[src/rtl/seq_mux_scan.sv]
// Registered N-channel W-bit selector with manual select and round-robin auto-scan.
// Scan mode holds each channel for DWELL samples and pulses wrap on return to channel 0.
module seq_mux_scan #(
  parameter int WIDTH    = 8,
  parameter int CHANNELS = 4,
  parameter int SEL_W    = 2,
  parameter int DWELL    = 4
) (
  input  logic                      clk,
  input  logic                      rst,
  input  logic [CHANNELS*WIDTH-1:0] din,
  input  logic [SEL_W-1:0]          sel,
  input  logic                      mode,
  input  logic                      en,
  output logic [WIDTH-1:0]          y,
  output logic                      y_valid,
  output logic [SEL_W-1:0]          ch,
  output logic                      wrap,
  output logic                      sel_err
);

  localparam int DW_W = (DWELL > 1) ? $clog2(DWELL) : 1;
  localparam logic [DW_W-1:0]  DWELL_LAST = DW_W'(DWELL - 1);
  localparam logic [SEL_W:0]   CH_LIM     = (SEL_W+1)'(CHANNELS);
  localparam logic [SEL_W-1:0] CH_LAST    = SEL_W'(CHANNELS - 1);

  typedef enum logic [1:0] {
    S_IDLE   = 2'd0,
    S_MANUAL = 2'd1,
    S_SCAN   = 2'd2
  } state_t;

  state_t            state_q, state_d;
  logic [WIDTH-1:0]  y_q, y_d;
  logic              y_valid_q, y_valid_d;
  logic [SEL_W-1:0]  ch_q, ch_d;
  logic              wrap_q, wrap_d;
  logic              sel_err_q, sel_err_d;
  logic [SEL_W-1:0]  scan_ch_q, scan_ch_d;
  logic [DW_W-1:0]   dwell_q, dwell_d;

  logic              sel_ok;
  logic              entering;
  logic [SEL_W-1:0]  cur;
  logic [DW_W-1:0]   cnt;

  // Out-of-range indices never reach a din slice; they fall through to zero.
  function automatic logic [WIDTH-1:0] pick(input logic [CHANNELS*WIDTH-1:0] d,
                                            input logic [SEL_W-1:0]          idx);
    logic [WIDTH-1:0] r;
    r = '0;
    for (int k = 0; k < CHANNELS; k++) begin
      if (idx == SEL_W'(k)) r = d[k*WIDTH +: WIDTH];
    end
    return r;
  endfunction

  function automatic logic [SEL_W-1:0] next_ch(input logic [SEL_W-1:0] c);
    return (c == CH_LAST) ? '0 : c + SEL_W'(1);
  endfunction

  assign sel_ok = {1'b0, sel} < CH_LIM;

  always_comb begin
    state_d   = state_q;
    y_d       = y_q;
    y_valid_d = 1'b0;
    ch_d      = ch_q;
    wrap_d    = 1'b0;
    sel_err_d = sel_err_q;
    scan_ch_d = scan_ch_q;
    dwell_d   = '0;
    entering  = 1'b0;
    cur       = scan_ch_q;
    cnt       = dwell_q;

    if (!en) begin
      state_d = S_IDLE;
    end else if (!mode) begin
      state_d = S_MANUAL;
      if (sel_ok) begin
        y_d       = pick(din, sel);
        ch_d      = sel;
        y_valid_d = 1'b1;
        sel_err_d = 1'b0;
      end else begin
        sel_err_d = 1'b1;
      end
    end else begin
      state_d  = S_SCAN;
      // Any entry into scan restarts it; the previous position is never resumed.
      entering = (state_q != S_SCAN);
      if (entering) begin
        cur = sel_ok ? sel : '0;
        cnt = '0;
      end
      y_d       = pick(din, cur);
      ch_d      = cur;
      y_valid_d = 1'b1;
      sel_err_d = 1'b0;
      // A zero dwell count outside entry means we just advanced; landing on 0 is a wrap.
      wrap_d    = !entering && (cnt == '0) && (cur == '0);
      if (cnt == DWELL_LAST) begin
        dwell_d   = '0;
        scan_ch_d = next_ch(cur);
      end else begin
        dwell_d   = cnt + DW_W'(1);
        scan_ch_d = cur;
      end
    end
  end

  always_ff @(posedge clk) begin
    if (rst) begin
      state_q   <= S_IDLE;
      y_q       <= '0;
      y_valid_q <= 1'b0;
      ch_q      <= '0;
      wrap_q    <= 1'b0;
      sel_err_q <= 1'b0;
      scan_ch_q <= '0;
      dwell_q   <= '0;
    end else begin
      state_q   <= state_d;
      y_q       <= y_d;
      y_valid_q <= y_valid_d;
      ch_q      <= ch_d;
      wrap_q    <= wrap_d;
      sel_err_q <= sel_err_d;
      scan_ch_q <= scan_ch_d;
      dwell_q   <= dwell_d;
    end
  end

  assign y       = y_q;
  assign y_valid = y_valid_q;
  assign ch      = ch_q;
  assign wrap    = wrap_q;
  assign sel_err = sel_err_q;

endmodule

[config.mk]
export PLATFORM = sky130hd
export DESIGN_NAME = seq_mux_scan
export DESIGN_NICKNAME = d
export VERILOG_FILES = /design/src/rtl/seq_mux_scan.sv
export SDC_FILE = /design/constraint.sdc
export NUM_CORES = 1
export LEC_CHECK = 0
export CAP_MARGIN = 20
export CORE_MARGIN = 5
export CORE_UTILIZATION = 47
export DETAILED_ROUTE_END_ITERATION = 10
export GPL_ROUTABILITY_DRIVEN = 0
export PLACE_DENSITY = 0.86
export SYNTH_ARGS = -nofsm -noshare
export SYNTH_HDL_FRONTEND = slang
export SYNTH_SLANG_ARGS = --single-unit
[constraint.sdc]
create_clock -name clk -period 3.3 [get_ports clk]
set_input_delay 0.66 -clock clk [delete_from_list [all_inputs] [get_ports clk]]
set_output_delay 0.66 -clock clk [all_outputs]
set_load 0.05 [all_outputs]
==> parameters.txt <==
Parameter                              Value

Worst setup path
  Critical path peak fanout ... 8
  Type of element launching the critical path ... primary input
  Critical path type ... in2reg
  Startpoint of the most critical register-to-register path ... state_q[0]$_SDFF_PP0_
  Arrival time of data at the critical path endpoint ... 2.84 ns
  Data required, critical path ... 3.48 ns
  Launch point of the worst path ... sel[0]
  Element type at the critical path end ... flip-flop

CTS
  Number of buffers inserted to repair setup after CTS ... 0
  Clk Latency, worst-skew pair ... 0.29 ns
  Count of hold buffers inserted by post-cts repair ... 0
  Clock transition at the register clock pins on the worst setup and hold paths after CTS ... 0.11 ns
  TritonCTS clock tree ... yes
  Total number of H-tree levels ... 1
  Post-CTS sizing ... 0
  Clock Tree Buf Depth ... 2
  Clock buffer count from CTS ... 3
  CTS Root Buffer Type ... sky130_fd_sc_hd__clkbuf_4
  Clock Sink Count ... 18

GRT
  Number of antenna violations at the first check in global routing ... 0
  Largest net degree at the start of global routing ... 17
  Overall track demand over capacity in global routing ... 0.202
  Met1 track demand over resource in global routing ... 0.246
  Peak-usage layer in the global routing report ... met2
  Number of global-route vias before repair ... 1480
  First-pass GRT wire length ... 6690 um
  Met3 Resource Use GR ... 0.0504
  GR Overflow Total ... 0
  GR met2 Demand/Resource ... 0.342

Yosys
  Post-synth net total ... 196
  Synth warnings ... 0
  Post-Synthesis Cell Area ... 0.00129 mm^2
  Number of enable-type register cells in the synthesized netlist ... 0
  Count of state elements after synthesis ... 18
  Unique masters post-synth ... 35
  Share of synthesized flip-flops with an asynchronous set or reset ... 0
  Main synth FF type ... sky130_fd_sc_hd__dfxtp_1
  Mean instance size in the synthesized netlist ... 8.51 um^2
  Post-Syn Instances ... 152
  Fraction of the yosys area taken by sequential cells ... 0.279

Final layout
  Number of diodes added for antenna fixing ... 0
  Layout net count ... 241
  Signed area change from the synthesized netlist to the final layout ... 39.7%
  Area of the multi-input gates ... 800 um^2
  Fraction of final layout cells sized beyond drive strength 1 ... 0.0612
  Non-Filler Cell Area, Final ... 0.00181 mm^2
  Share of the core filled with cells in the final layout ... 0.673
  Fill count ... 234
  Footprint of the flip-flops and latches ... 360 um^2

Job
  Reported max-cap violation count ... 0

Floorplanning
  Placeable core region ... 0.00269 mm^2
  Initial standard-cell utilization of the core ... 0.482
  # rows ... 19
  Number of primary I/O pins ... 51
  Floorplan die width ... 62.5 um
  Die Ht ... 62.5 um
  Area of the die ... 0.00390 mm^2

Power
  Reg power frac ... 0.400
  Leakage power figure ... 0.000747 uW
  Psw ... 196 uW
  PwrDens ... 329 mW/mm^2
  Largest vdd supply drop ... 0.219 mV
  Internal power component ... 398 uW
  Combinational fraction of design power ... 0.372
  Clock network fraction of design power ... 0.229
  Total power consumption of the routed design ... 594 uW
  Net switching share of the total power ... 0.330

Drt
  Number of iterations in the first detailed-routing pass ... 4
  WL per Instance ... 17.4 um
  Overall routed net length ... 3950 um
  DRC violation count after routing ... 0
  Count of routing violations after the opening detailed-route iteration ... 36
  Drt via density ... 6.04
  Post-DRT Antenna Nets ... 0
  Overall via count from detail_route ... 1372

STA
  Setup clock skew after layout ... 0.0101 ns
  RSZ-0062 raised after global routing ... no
  Max transition margin ... 0.567
  Highest attainable clock frequency ... 0.377 GHz
  Post-layout minimum cycle time ... 2.66 ns
  Number of failing setup endpoints in the final timing report ... 0
  Period utilization ... 0.805
  Max-slew violation count ... 0
  Number of failing hold endpoints at the final stage ... 0
  Fin Setup TNS ... 0 ns
  Worst-margin pin slew ... 0.647 ns

Hold path
  Worst Hold Class ... reg2reg
  Source of the worst hold timing path ... ch[0]$_SDFFE_PP0P_

Place
  Buffers added on ports ... 49
  Detail Placement HPWL ... 2980 um
  Placed inst area ... 0.00177 mm^2

Status
  Outcome ... finished clean
## worst max-delay path: stages
cell                              delay [ns]
sky130_fd_sc_hd__clkdlybuf4s50_1        0.43
sky130_fd_sc_hd__mux2i_1                0.44
sky130_fd_sc_hd__inv_1                  0.14
sky130_fd_sc_hd__ha_1                   0.27
sky130_fd_sc_hd__nor2b_4                0.24
sky130_fd_sc_hd__a221oi_2               0.08
sky130_fd_sc_hd__a211o_1                0.29
sky130_fd_sc_hd__a311oi_1               0.28
## cell families (layout without fill, tap and decap cells)
| logic type | Yosys count | after routing | synth area share |
|---|---|---|---|
| AOI/OAI and AO/OA | 49 | 49 | 0.318 |
| and+or+nand+nor | 40 | 40 | 0.161 |
| buffers and inverters | 28 | 72 | 0.103 |
| DFF | 18 | 18 | 0.279 |
| muxes | 10 | 10 | 0.0783 |
| adders and majority gates | 6 | 6 | 0.0580 |
| other | 1 | 1 | 0.00290 |
## final cells by class
cell class                      instances  share of cell area
Clock buffer                            4              0.0201
Inverter                               16              0.0332
Timing Repair Buffer                   52               0.284
Tap cell                               31              0.0215
Sequential cell                        18               0.199
Multi-Input combinational cell        106               0.442
## stage by stage
step	setup slack [ns]	std cells	hold slack (ns)
global placement	0.529	223	0.440
floorplan	1.06	152	0.429
CTS	0.634	227	0.477
finish	0.644	227	0.472
global route	0.491	227	0.493
detailed placement	0.341	223	0.459
## placed cells by master, fill, tap and decap left out, types with 3 or more instances in the layout
master / instances
sky130_fd_sc_hd__clkdlybuf4s50_1: 49
sky130_fd_sc_hd__dfxtp_1: 18
sky130_fd_sc_hd__a221oi_1: 15
sky130_fd_sc_hd__nand2_1: 14
sky130_fd_sc_hd__inv_1: 14
sky130_fd_sc_hd__nor2_1: 14
sky130_fd_sc_hd__mux2i_1: 9
sky130_fd_sc_hd__a211o_1: 8
sky130_fd_sc_hd__o2bb2ai_1: 8
sky130_fd_sc_hd__a311oi_1: 8
sky130_fd_sc_hd__ha_1: 6
sky130_fd_sc_hd__a21oi_1: 4
sky130_fd_sc_hd__nand2b_1: 3
sky130_fd_sc_hd__clkbuf_4: 3
sky130_fd_sc_hd__buf_4: 3
## synthesized netlist by cell type (2+ instances only)
master	number	area share
sky130_fd_sc_hd__dfxtp_1	18	0.28
sky130_fd_sc_hd__a221oi_1	15	0.10
sky130_fd_sc_hd__inv_1	14	0.041
sky130_fd_sc_hd__nand2_1	14	0.041
sky130_fd_sc_hd__nor2_1	14	0.041
sky130_fd_sc_hd__mux2i_1	9	0.070
sky130_fd_sc_hd__a211o_1	8	0.054
sky130_fd_sc_hd__a311oi_1	8	0.054
sky130_fd_sc_hd__o2bb2ai_1	8	0.054
sky130_fd_sc_hd__ha_1	6	0.058
sky130_fd_sc_hd__clkbuf_1	5	0.015
sky130_fd_sc_hd__a21oi_1	4	0.015
sky130_fd_sc_hd__buf_4	3	0.017
sky130_fd_sc_hd__nand2b_1	3	0.015
sky130_fd_sc_hd__buf_2	2	0.0077
sky130_fd_sc_hd__buf_6	2	0.017
## path summary, 6_finish.rpt
check                        to  slack, ns  depth (start not counted)
max reg2reg   y[6]$_SDFFE_PP0P_       0.88                          8
max           y[6]$_SDFFE_PP0P_       0.64                          8
min          ch[0]$_SDFFE_PP0P_       0.47                          2
min reg2reg  ch[0]$_SDFFE_PP0P_       0.47                          2
## state kept, by name (all words and copies together) (netlist names)
name and count:
ch 2, dwell_q 2, y 8, state_q 2, y_valid 1, wrap 1
scan_ch_q 2
## routing by layer
layer	wire length, um	vias to the layer above	part of all wire
met5	0	-	0
met4	69	0	0.017
met3	331	8	0.084
met2	1990	83	0.50
met1	1560	624	0.40
li1	-	657	-
## power by group through the flow
stage          Sequential (uW)  Clock [uW]  Combinational [uW]
3_5_place_dp               242           0                 218
5_1_grt                    239         153                 236
3_3_place_gp               241           0                 213
2_1_floorplan              277           0                95.1
6_report                   237         136                 221
4_1_cts                    238         139                 219
Power figures use the tool's default switching activity.
